<file path="src/rtl/oldestn_arbiter_bps_pkg.sv">
// Shared RCU definitions for the oldest-first N-grant arbiter: window geometry and lane/slot defaults.
package oldestn_arbiter_bps_pkg;

  localparam int unsigned PRIORITY_WIDTH_DEF = 3;
  localparam int unsigned SEL_WIDTH_DEF      = 1 << PRIORITY_WIDTH_DEF;
  localparam int unsigned GRANT_NUM_DEF      = 2;
  localparam int unsigned BPS_NUM_DEF        = 2;

  typedef logic [PRIORITY_WIDTH_DEF-1:0] win_idx_t;

endpackage

</file>
<file path="src/rtl/oldestn_arbiter_bps_picker.sv">
// Combinational oldest-first picker: rotates the window to age order, appends bypass lanes
// (younger than every stored entry) and peels off up to GRANT_NUM winners.
module oldestn_picker
  import oldestn_arbiter_bps_pkg::*;
#(
  parameter int unsigned SEL_WIDTH      = SEL_WIDTH_DEF,
  parameter int unsigned PRIORITY_WIDTH = PRIORITY_WIDTH_DEF,
  parameter int unsigned GRANT_NUM      = GRANT_NUM_DEF,
  parameter int unsigned BPS_NUM        = BPS_NUM_DEF
) (
  input  logic [SEL_WIDTH-1:0]                          cand,
  input  logic [PRIORITY_WIDTH-1:0]                     head,
  input  logic [BPS_NUM-1:0]                            bps_valid,
  input  logic [BPS_NUM*PRIORITY_WIDTH-1:0]             bps_index,
  output logic [GRANT_NUM-1:0][SEL_WIDTH+BPS_NUM-1:0]   slot_onehot_c,
  output logic [GRANT_NUM-1:0]                          slot_valid_c,
  output logic [GRANT_NUM*PRIORITY_WIDTH-1:0]           slot_index_c,
  output logic [GRANT_NUM-1:0]                          slot_bps_c
);

  localparam int unsigned CW = SEL_WIDTH + BPS_NUM;

  // Bit a of the candidate vector is the entry of age a; bypass lanes sit above the oldest-to-youngest window.
  always_comb begin
    logic [CW-1:0]             remain;
    logic [CW-1:0]             pick;
    logic [PRIORITY_WIDTH-1:0] pos;
    logic                      found;
    remain        = '0;
    pick          = '0;
    pos           = '0;
    found         = 1'b0;
    slot_onehot_c = '0;
    slot_valid_c  = '0;
    slot_index_c  = '0;
    slot_bps_c    = '0;

    for (int a = 0; a < SEL_WIDTH; a++) begin
      pos       = PRIORITY_WIDTH'(a) + head;
      remain[a] = cand[pos];
    end
    remain[SEL_WIDTH +: BPS_NUM] = bps_valid;

    for (int s = 0; s < GRANT_NUM; s++) begin
      pick  = '0;
      found = 1'b0;
      for (int b = 0; b < CW; b++) begin
        if (!found && remain[b]) begin
          pick[b] = 1'b1;
          found   = 1'b1;
        end
      end
      remain           = remain & ~pick;
      slot_onehot_c[s] = pick;
      slot_valid_c[s]  = found;
      slot_bps_c[s]    = |pick[SEL_WIDTH +: BPS_NUM];

      for (int a = 0; a < SEL_WIDTH; a++) begin
        if (pick[a]) begin
          slot_index_c[s*PRIORITY_WIDTH +: PRIORITY_WIDTH] = PRIORITY_WIDTH'(a) + head;
        end
      end
      for (int l = 0; l < BPS_NUM; l++) begin
        if (pick[SEL_WIDTH+l]) begin
          slot_index_c[s*PRIORITY_WIDTH +: PRIORITY_WIDTH] = bps_index[l*PRIORITY_WIDTH +: PRIORITY_WIDTH];
        end
      end
    end
  end

endmodule

</file>
<file path="src/rtl/oldestn_arbiter_bps.sv">
// Registered N-grant oldest-first arbiter with same-cycle bypass lanes for the RCU window.
// Holds a pending-ready bitmap and a valid/ready grant register; losing bypass requests are parked in the bitmap.
module oldestn_arbiter_bps
  import oldestn_arbiter_bps_pkg::*;
#(
  parameter int unsigned SEL_WIDTH      = SEL_WIDTH_DEF,
  parameter int unsigned PRIORITY_WIDTH = PRIORITY_WIDTH_DEF,
  parameter int unsigned GRANT_NUM      = GRANT_NUM_DEF,
  parameter int unsigned BPS_NUM        = BPS_NUM_DEF
) (
  input  logic                                clk,
  input  logic                                rst,
  input  logic [PRIORITY_WIDTH-1:0]           priority_fix_i,
  input  logic [SEL_WIDTH-1:0]                req_set_i,
  input  logic                                flush_i,
  input  logic [BPS_NUM-1:0]                  new_req_valid_i,
  input  logic [BPS_NUM*PRIORITY_WIDTH-1:0]   new_req_index_i,
  output logic [BPS_NUM-1:0]                  new_grant_o,
  output logic [GRANT_NUM-1:0]                grant_valid_o,
  output logic [GRANT_NUM*PRIORITY_WIDTH-1:0] grant_index_o,
  output logic [GRANT_NUM-1:0]                grant_bps_o,
  input  logic                                grant_ready_i,
  output logic [SEL_WIDTH-1:0]                pending_o
);

  localparam int unsigned CW = SEL_WIDTH + BPS_NUM;

  logic [SEL_WIDTH-1:0]                pending_q;
  logic                                load_c;
  logic [GRANT_NUM-1:0][CW-1:0]        slot_onehot_c;
  logic [GRANT_NUM-1:0]                slot_valid_c;
  logic [GRANT_NUM*PRIORITY_WIDTH-1:0] slot_index_c;
  logic [GRANT_NUM-1:0]                slot_bps_c;
  logic [SEL_WIDTH-1:0]                granted_c;
  logic [BPS_NUM-1:0]                  lane_win_c;
  logic [SEL_WIDTH-1:0]                lost_c;
  logic [SEL_WIDTH-1:0]                bps_mask_c;
  logic                                bps_dup_c;
  logic [SEL_WIDTH-1:0]                pending_next_c;

  assign load_c    = ~(|grant_valid_o) | grant_ready_i;
  assign pending_o = pending_q;

  oldestn_picker #(
    .SEL_WIDTH      (SEL_WIDTH),
    .PRIORITY_WIDTH (PRIORITY_WIDTH),
    .GRANT_NUM      (GRANT_NUM),
    .BPS_NUM        (BPS_NUM)
  ) u_picker (
    .cand          (pending_q),
    .head          (priority_fix_i),
    .bps_valid     (new_req_valid_i),
    .bps_index     (new_req_index_i),
    .slot_onehot_c (slot_onehot_c),
    .slot_valid_c  (slot_valid_c),
    .slot_index_c  (slot_index_c),
    .slot_bps_c    (slot_bps_c)
  );

  // Fold the per-slot one-hots back from age order into window-index order.
  always_comb begin
    logic [CW-1:0]             taken;
    logic [PRIORITY_WIDTH-1:0] pos;
    taken     = '0;
    pos       = '0;
    granted_c = '0;
    for (int s = 0; s < GRANT_NUM; s++) begin
      taken = taken | slot_onehot_c[s];
    end
    for (int a = 0; a < SEL_WIDTH; a++) begin
      pos            = PRIORITY_WIDTH'(a) + priority_fix_i;
      granted_c[pos] = taken[a];
    end
    lane_win_c = taken[SEL_WIDTH +: BPS_NUM];
  end

  // Lane grants, parked losers and the next pending bitmap.
  always_comb begin
    logic [PRIORITY_WIDTH-1:0] idx;
    idx            = '0;
    new_grant_o    = '0;
    lost_c         = '0;
    bps_mask_c     = '0;
    bps_dup_c      = 1'b0;
    pending_next_c = '0;

    if (!rst && !flush_i && load_c) begin
      new_grant_o = lane_win_c;
    end

    for (int l = 0; l < BPS_NUM; l++) begin
      if (new_req_valid_i[l]) begin
        idx = new_req_index_i[l*PRIORITY_WIDTH +: PRIORITY_WIDTH];
        if (bps_mask_c[idx]) begin
          bps_dup_c = 1'b1;
        end
        bps_mask_c[idx] = 1'b1;
        if (!new_grant_o[l]) begin
          lost_c[idx] = 1'b1;
        end
      end
    end

    pending_next_c = (pending_q & ~(load_c ? granted_c : '0)) | req_set_i | lost_c;
  end

  always_ff @(posedge clk) begin
    if (rst || flush_i) begin
      pending_q     <= '0;
      grant_valid_o <= '0;
      grant_index_o <= '0;
      grant_bps_o   <= '0;
    end else begin
      pending_q <= pending_next_c;
      if (load_c) begin
        grant_valid_o <= slot_valid_c;
        grant_index_o <= slot_index_c;
        grant_bps_o   <= slot_bps_c;
      end
    end
  end

  // Caller contract: bypass indices are unique and never already pending or arriving via req_set_i.
  a_bps_unique: assert property (@(posedge clk) disable iff (rst || flush_i) !bps_dup_c);
  a_bps_fresh:  assert property (@(posedge clk) disable iff (rst || flush_i)
                                 (bps_mask_c & (pending_q | req_set_i)) == '0);
  a_set_fresh:  assert property (@(posedge clk) disable iff (rst || flush_i)
                                 (req_set_i & pending_q) == '0);

endmodule

</file>
<file path="config.mk">
export PLATFORM = sky130hd
export DESIGN_NAME = oldestn_arbiter_bps
export DESIGN_NICKNAME = d
export VERILOG_FILES = /design/src/rtl/oldestn_arbiter_bps_pkg.sv /design/src/rtl/oldestn_arbiter_bps_picker.sv /design/src/rtl/oldestn_arbiter_bps.sv
export SDC_FILE = /design/constraint.sdc
export NUM_CORES = 1
export LEC_CHECK = 0
export ABC_AREA = 1
export CORE_MARGIN = 3
export CORE_UTILIZATION = 45
export DETAILED_ROUTE_END_ITERATION = 12
export PLACE_DENSITY = 0.71
export SLEW_MARGIN = 5
export SYNTH_ARGS = -nofsm -noshare
export SYNTH_HDL_FRONTEND = slang
export SYNTH_SLANG_ARGS = --single-unit
</file>
<file path="constraint.sdc">
create_clock -name clk -period 3.05 [get_ports clk]
set_input_delay 0.305 -clock clk [delete_from_list [all_inputs] [get_ports clk]]
set_output_delay 0.305 -clock clk [all_outputs]
set_load 0.05 [all_outputs]
</file>
# == Word level (Yosys, flattened, before mapping) ==
# Index checks and enable logic that the tools add are counted.
# totals
register_bits,18
elab_cells,203
in_bits,23
out_inout_bits,20
# classes
n_addsub,7
reduce_logical,54
mux,107
n_lt_le_gt_ge,20
bitwise,11
# ops
cell,n
$mux 3,20
$bwmux 8,7
$mux 1,56
$lt 3x4->1 const B,10
$mux 8,5
$demux 1 s3,10
$ge 3x1->1 const B,10
$logic_and 1x1->1,30
$bmux 1 s3,8
$or 8x8->8,3
$logic_not 1->1,20
$and 8x8->8,2
$add 3x3->3 const A,4
$and 10x10->10,1
$not 10->10,1
$or 10x10->10,1
$not 8->8,1
$add 2x3->3 const A,2
$reduce_or 2->1,3
$add 1x3->3 const A,1
$mux 2,1
$logic_or 1x1->1,1
$not 1->1,1
$or 1x1->1,1

# == Longest topological paths before layout ==
# logic_depth
word_depth,74
ltp_mapped,26

# == Cells and area by module ==
# Synthesis repeated with hierarchy kept, for this count alone.
# hier_totals
hier_cells,575
hier_area_um2,3115.5
# modules_own_cells
module,cells_per_inst,area_per_inst_um2,instances
oldestn_arbiter_bps,329,1844.3,1
oldestn_picker,246,1271.2,1

# == Least setup slack after synthesis ==
# Ideal clock, no wire load.
# synth_path
path_type,input -> output
start,input priority_fix_i[0]
end,output new_grant_o[1]
slack_ps,-190
cell_stages,22
arrival_time_ps,2935
cell_sequence,inv_2 -> buf_6 -> clkbuf_1 -> ha_1 -> buf_2 -> inv_2 -> nand3_1 -> nand3_2 -> nand2_4 -> nand2_2 -> nand2_1 -> nand2_1 -> nand2_1 -> inv_2 -> nand3_1 -> nor2_4 -> nand2_1 -> nor2_4 -> nand2_4 -> nand2_2 -> nand2_4 -> inv_1
# synth_between
elab_chain_len,36
# synth_lines
element,line,source
"start, declared",oldestn_arbiter_bps.sv:13,"input logic [PRIORITY_WIDTH-1:0] priority_fix_i,"
branches (longest 34 deep; another with $add 1x3->3),-,
$or 10x10->10 (*),oldestn_arbiter_bps.sv:68,taken = taken | slot_onehot_c[s];
$mux 2 (*),oldestn_arbiter_bps.sv:87,if (!rst && !flush_i && load_c) begin
"end, declared",oldestn_arbiter_bps.sv:18,"output logic [BPS_NUM-1:0] new_grant_o,"
# Every way passes the cells marked *. The select of a mux whose other input is x is not followed.

# == Worst setup path in the final report ==
# Same ends and word-level chain as after synthesis.

==> run summary <==
final setup fails: 0
Core ar.: 0.00574 sq mm
Yosys reg bits: 18
Power Density: 344 mW/mm^2
fin crit share: 0.977
largest net degree at the start of global routing: 24
Critical Path RT: 2.74 ns
I/O Buffers: 42
Seq. cell area: 360 sq um
Post-DRT Antenna Nets: 0
routed len/inst: 14.9 um
initial core utilization: 0.484
Tightest Pin Transition: 0.562 ns
VDD IR-drop max: 0.271 mV
Multi-input gate area: 0.00216 sq mm
total number of vias: 3,945
leakage power: 0.00211 uW
FF-to-FF End: grant_index_o[4]
H-tree lvl count: 1
Reg clk slew, reported paths: 0.07 ns
Layout fillers: 557
highest routed layer: met4
synthesis-to-layout area growth: 44.2%
crit path max fanout: 6
design area: 0.00401 sq mm
DR WL met3: 622 um
initial antenna violation count: 0
worst reg2reg startpoint: pending_o[3]
Mapped Area: 0.00278 sq mm
DRC viols: 0
Layout Skew: 0.00240 ns
Synth Area per Inst: 5.13 sq um
syn nets: 570
Critical Path Source Type: primary input
die area: 0.00715 sq mm
Hold EP: grant_index_o[3]
# IOs: 43
worst setup path class: primary input to primary output
Max Buffers Root-to-Sink: 2
status: finished, final reports clean
Post-Route WL: 10.8 mm
chip height: 84.6 um
Final Critical Period: 2.98 ns
gp weighted congestion: 0.947
Synthesis Warnings: 0
Crit. End Element: primary output
Overflow after GRT: 0
Clock Sinks: 18
post-DP HPWL: 8.35 mm
Yosys cell types: 33
Max-slew headroom: 0.623
post-cts hold buffer count: 0
die width: 84.6 um
Initial DRT Pass Iterations: 5
TritonCTS Buffers: 3
diode count: 0
M1 WL: 4.51 mm
Worst-Skew Late Latency: 0.26 ns
Post-Synthesis Cells: 541
max-cap viol count: 0
worst path arrival time: 2.67 ns
Vias/cell: 5.46
r2r setup slk: 0.54 ns
Pins Over Slew Limit: 0
Post-DP Area: 0.00377 sq mm
Final Hold Fails: 0
nets@finish: 680
All-Layer GR Usage: 0.295
Rows: 27
Hold WC Path Type: flip-flop to flip-flop
WHS Path Cells: 2
Setup TNS Final: 0 ns
DRT iter0 DRCs: 264
share of post-route cells with drive strength above 1: 0.218
vias in the first global route: 3,706
R2R cell count: 18
first-pass GRT wire length: 17.4 mm
clock root buffer: clkbuf_8
CTS tree: yes
met2 WL: 5.30 mm
f_max: 336 MHz
Hold Startpoint: grant_index_o[3]
register area share after synthesis: 0.130
-- sequential cells by signal, indices dropped and copies added (netlist names) --
name / cells
grant_bps_o: 2
grant_valid_o: 2
pending_o: 8
grant_index_o: 6
-- worst max-delay path by stage --
| stage | startpoint | to | cells past startpoint | slack (ns) |
|---|---|---|---|---|
| 3_5_place_dp | priority_fix_i[0] | new_grant_o[1] | 22 | -0.27 |
| 3_3_place_gp | priority_fix_i[0] | pending_o[7] | 23 | -0.22 |
| 4_1_cts | priority_fix_i[0] | new_grant_o[1] | 22 | 0.10 |
| 5_1_grt | priority_fix_i[0] | new_grant_o[1] | 24 | -0.06 |
| 6_report | priority_fix_i[0] | new_grant_o[1] | 24 | 0.07 |
| 2_1_floorplan | priority_fix_i[0] | new_grant_o[0] | 19 | 0.002 |
-- repair_timing --
item                       4_1_cts  5_1_grt
resized for setup               16       14
pin swaps                        5       11
buffers inserted                 4        8
setup endpoints to repair        2        2
gates cloned                     0        0
-- power by group --
part	internal [uW]	switching, uW	total [uW]
registers	253	13.5	266
clock network	115	85.4	200
logic	362	548	910
total	729	647	1380
-- area by class of cell --
| cell class | count | area share |
|---|---|---|
| clock buffers | 4 | 0.0137 |
| inverters | 67 | 0.0662 |
| multi-input cells | 440 | 0.539 |
| flip-flops and latches | 18 | 0.0900 |
| well taps | 72 | 0.0225 |
| repair buffers | 121 | 0.269 |
-- cell usage after synthesis --
library cell,instances,share of area
a21oi_1,23,0.041
nor4_1,2,0.0045
dfxtp_1,18,0.13
or2_2,1,0.0023
clkinv_2,1,0.0018
o21ai_1,3,0.0054
nor3_1,23,0.041
clkinv_1,1,0.0014
a211oi_1,1,0.0027
nor2_1,52,0.070
clkbuf_1,7,0.0095
buf_2,5,0.0090
inv_2,11,0.015
inv_1,54,0.073
o2111ai_1,1,0.0032
a31oi_1,6,0.014
nand3_2,4,0.014
buf_6,3,0.012
nand4_4,1,0.0077
or2_1,1,0.0023
nand4_1,1,0.0023
nor2_8,1,0.0072
nor2_4,3,0.012
nand2_2,9,0.020
o21ai_0,20,0.036
buf_1,1,0.0014
nand3_1,71,0.13
nand2_4,4,0.016
nor2_2,3,0.0068
o22ai_1,3,0.0068
nand2_1,198,0.27
o211ai_1,3,0.0081
ha_1,6,0.027
-- through the flow --
step	std cells	utilization	power (uW)	hold WS (ns)	setup WS, ns
after floorplan	541	-	775	0.464	0.00174
after global placement	706	0.656	1100	0.436	-0.222
after detailed placement	706	0.656	1110	0.440	-0.267
after CTS	714	0.682	1330	0.455	0.103
after global routing	722	0.697	1470	0.471	-0.0643
final	722	0.697	1380	0.454	0.0701
-- critical path: stages --
cell,delay (ns)
dlygate4sd2_1,0.26
buf_6,0.14
ha_1,0.20
inv_1,0.06
nand2_1,0.08
nand2_2,0.12
inv_2,0.07
nand3_2,0.07
nand2_4,0.08
nand2_2,0.08
nand2_1,0.07
nand2_2,0.09
nand2_2,0.07
inv_2,0.07
nand3_2,0.09
nor2_4,0.11
buf_4,0.12
nand2_2,0.05
nor2_4,0.13
nand2_4,0.06
nand2_2,0.07
nand2_4,0.07
clkinvlp_4,0.08
buf_12,0.13
-- logic make-up after synthesis --
kind of cell,synth area share
fa+ha+maj,0.0270
compound gates,0.117
simple gates,0.603
flops,0.130
buf+inv,0.123
-- metal layers --
layer / vias to the layer above / global-route usage
met5: - / 0
met4: 0 / 0.114
li1: 1952 / -
met2: 184 / 0.534
met1: 1777 / 0.362
met3: 32 / 0.0206
-- placed cells by master (no fill, tap or decap), types with 9 or more instances in the layout --
| master | instances |
|---|---|
| nor3_1 | 23 |
| buf_4 | 71 |
| o21ai_0 | 20 |
| a21oi_1 | 23 |
| inv_2 | 9 |
| inv_1 | 52 |
| nand3_1 | 64 |
| nand2_1 | 191 |
| nand2_2 | 15 |
| nand3_2 | 11 |
| clkdlybuf4s50_1 | 37 |
| dfxtp_1 | 18 |
| nor2_1 | 52 |
(Power assumes the default switching activity.)
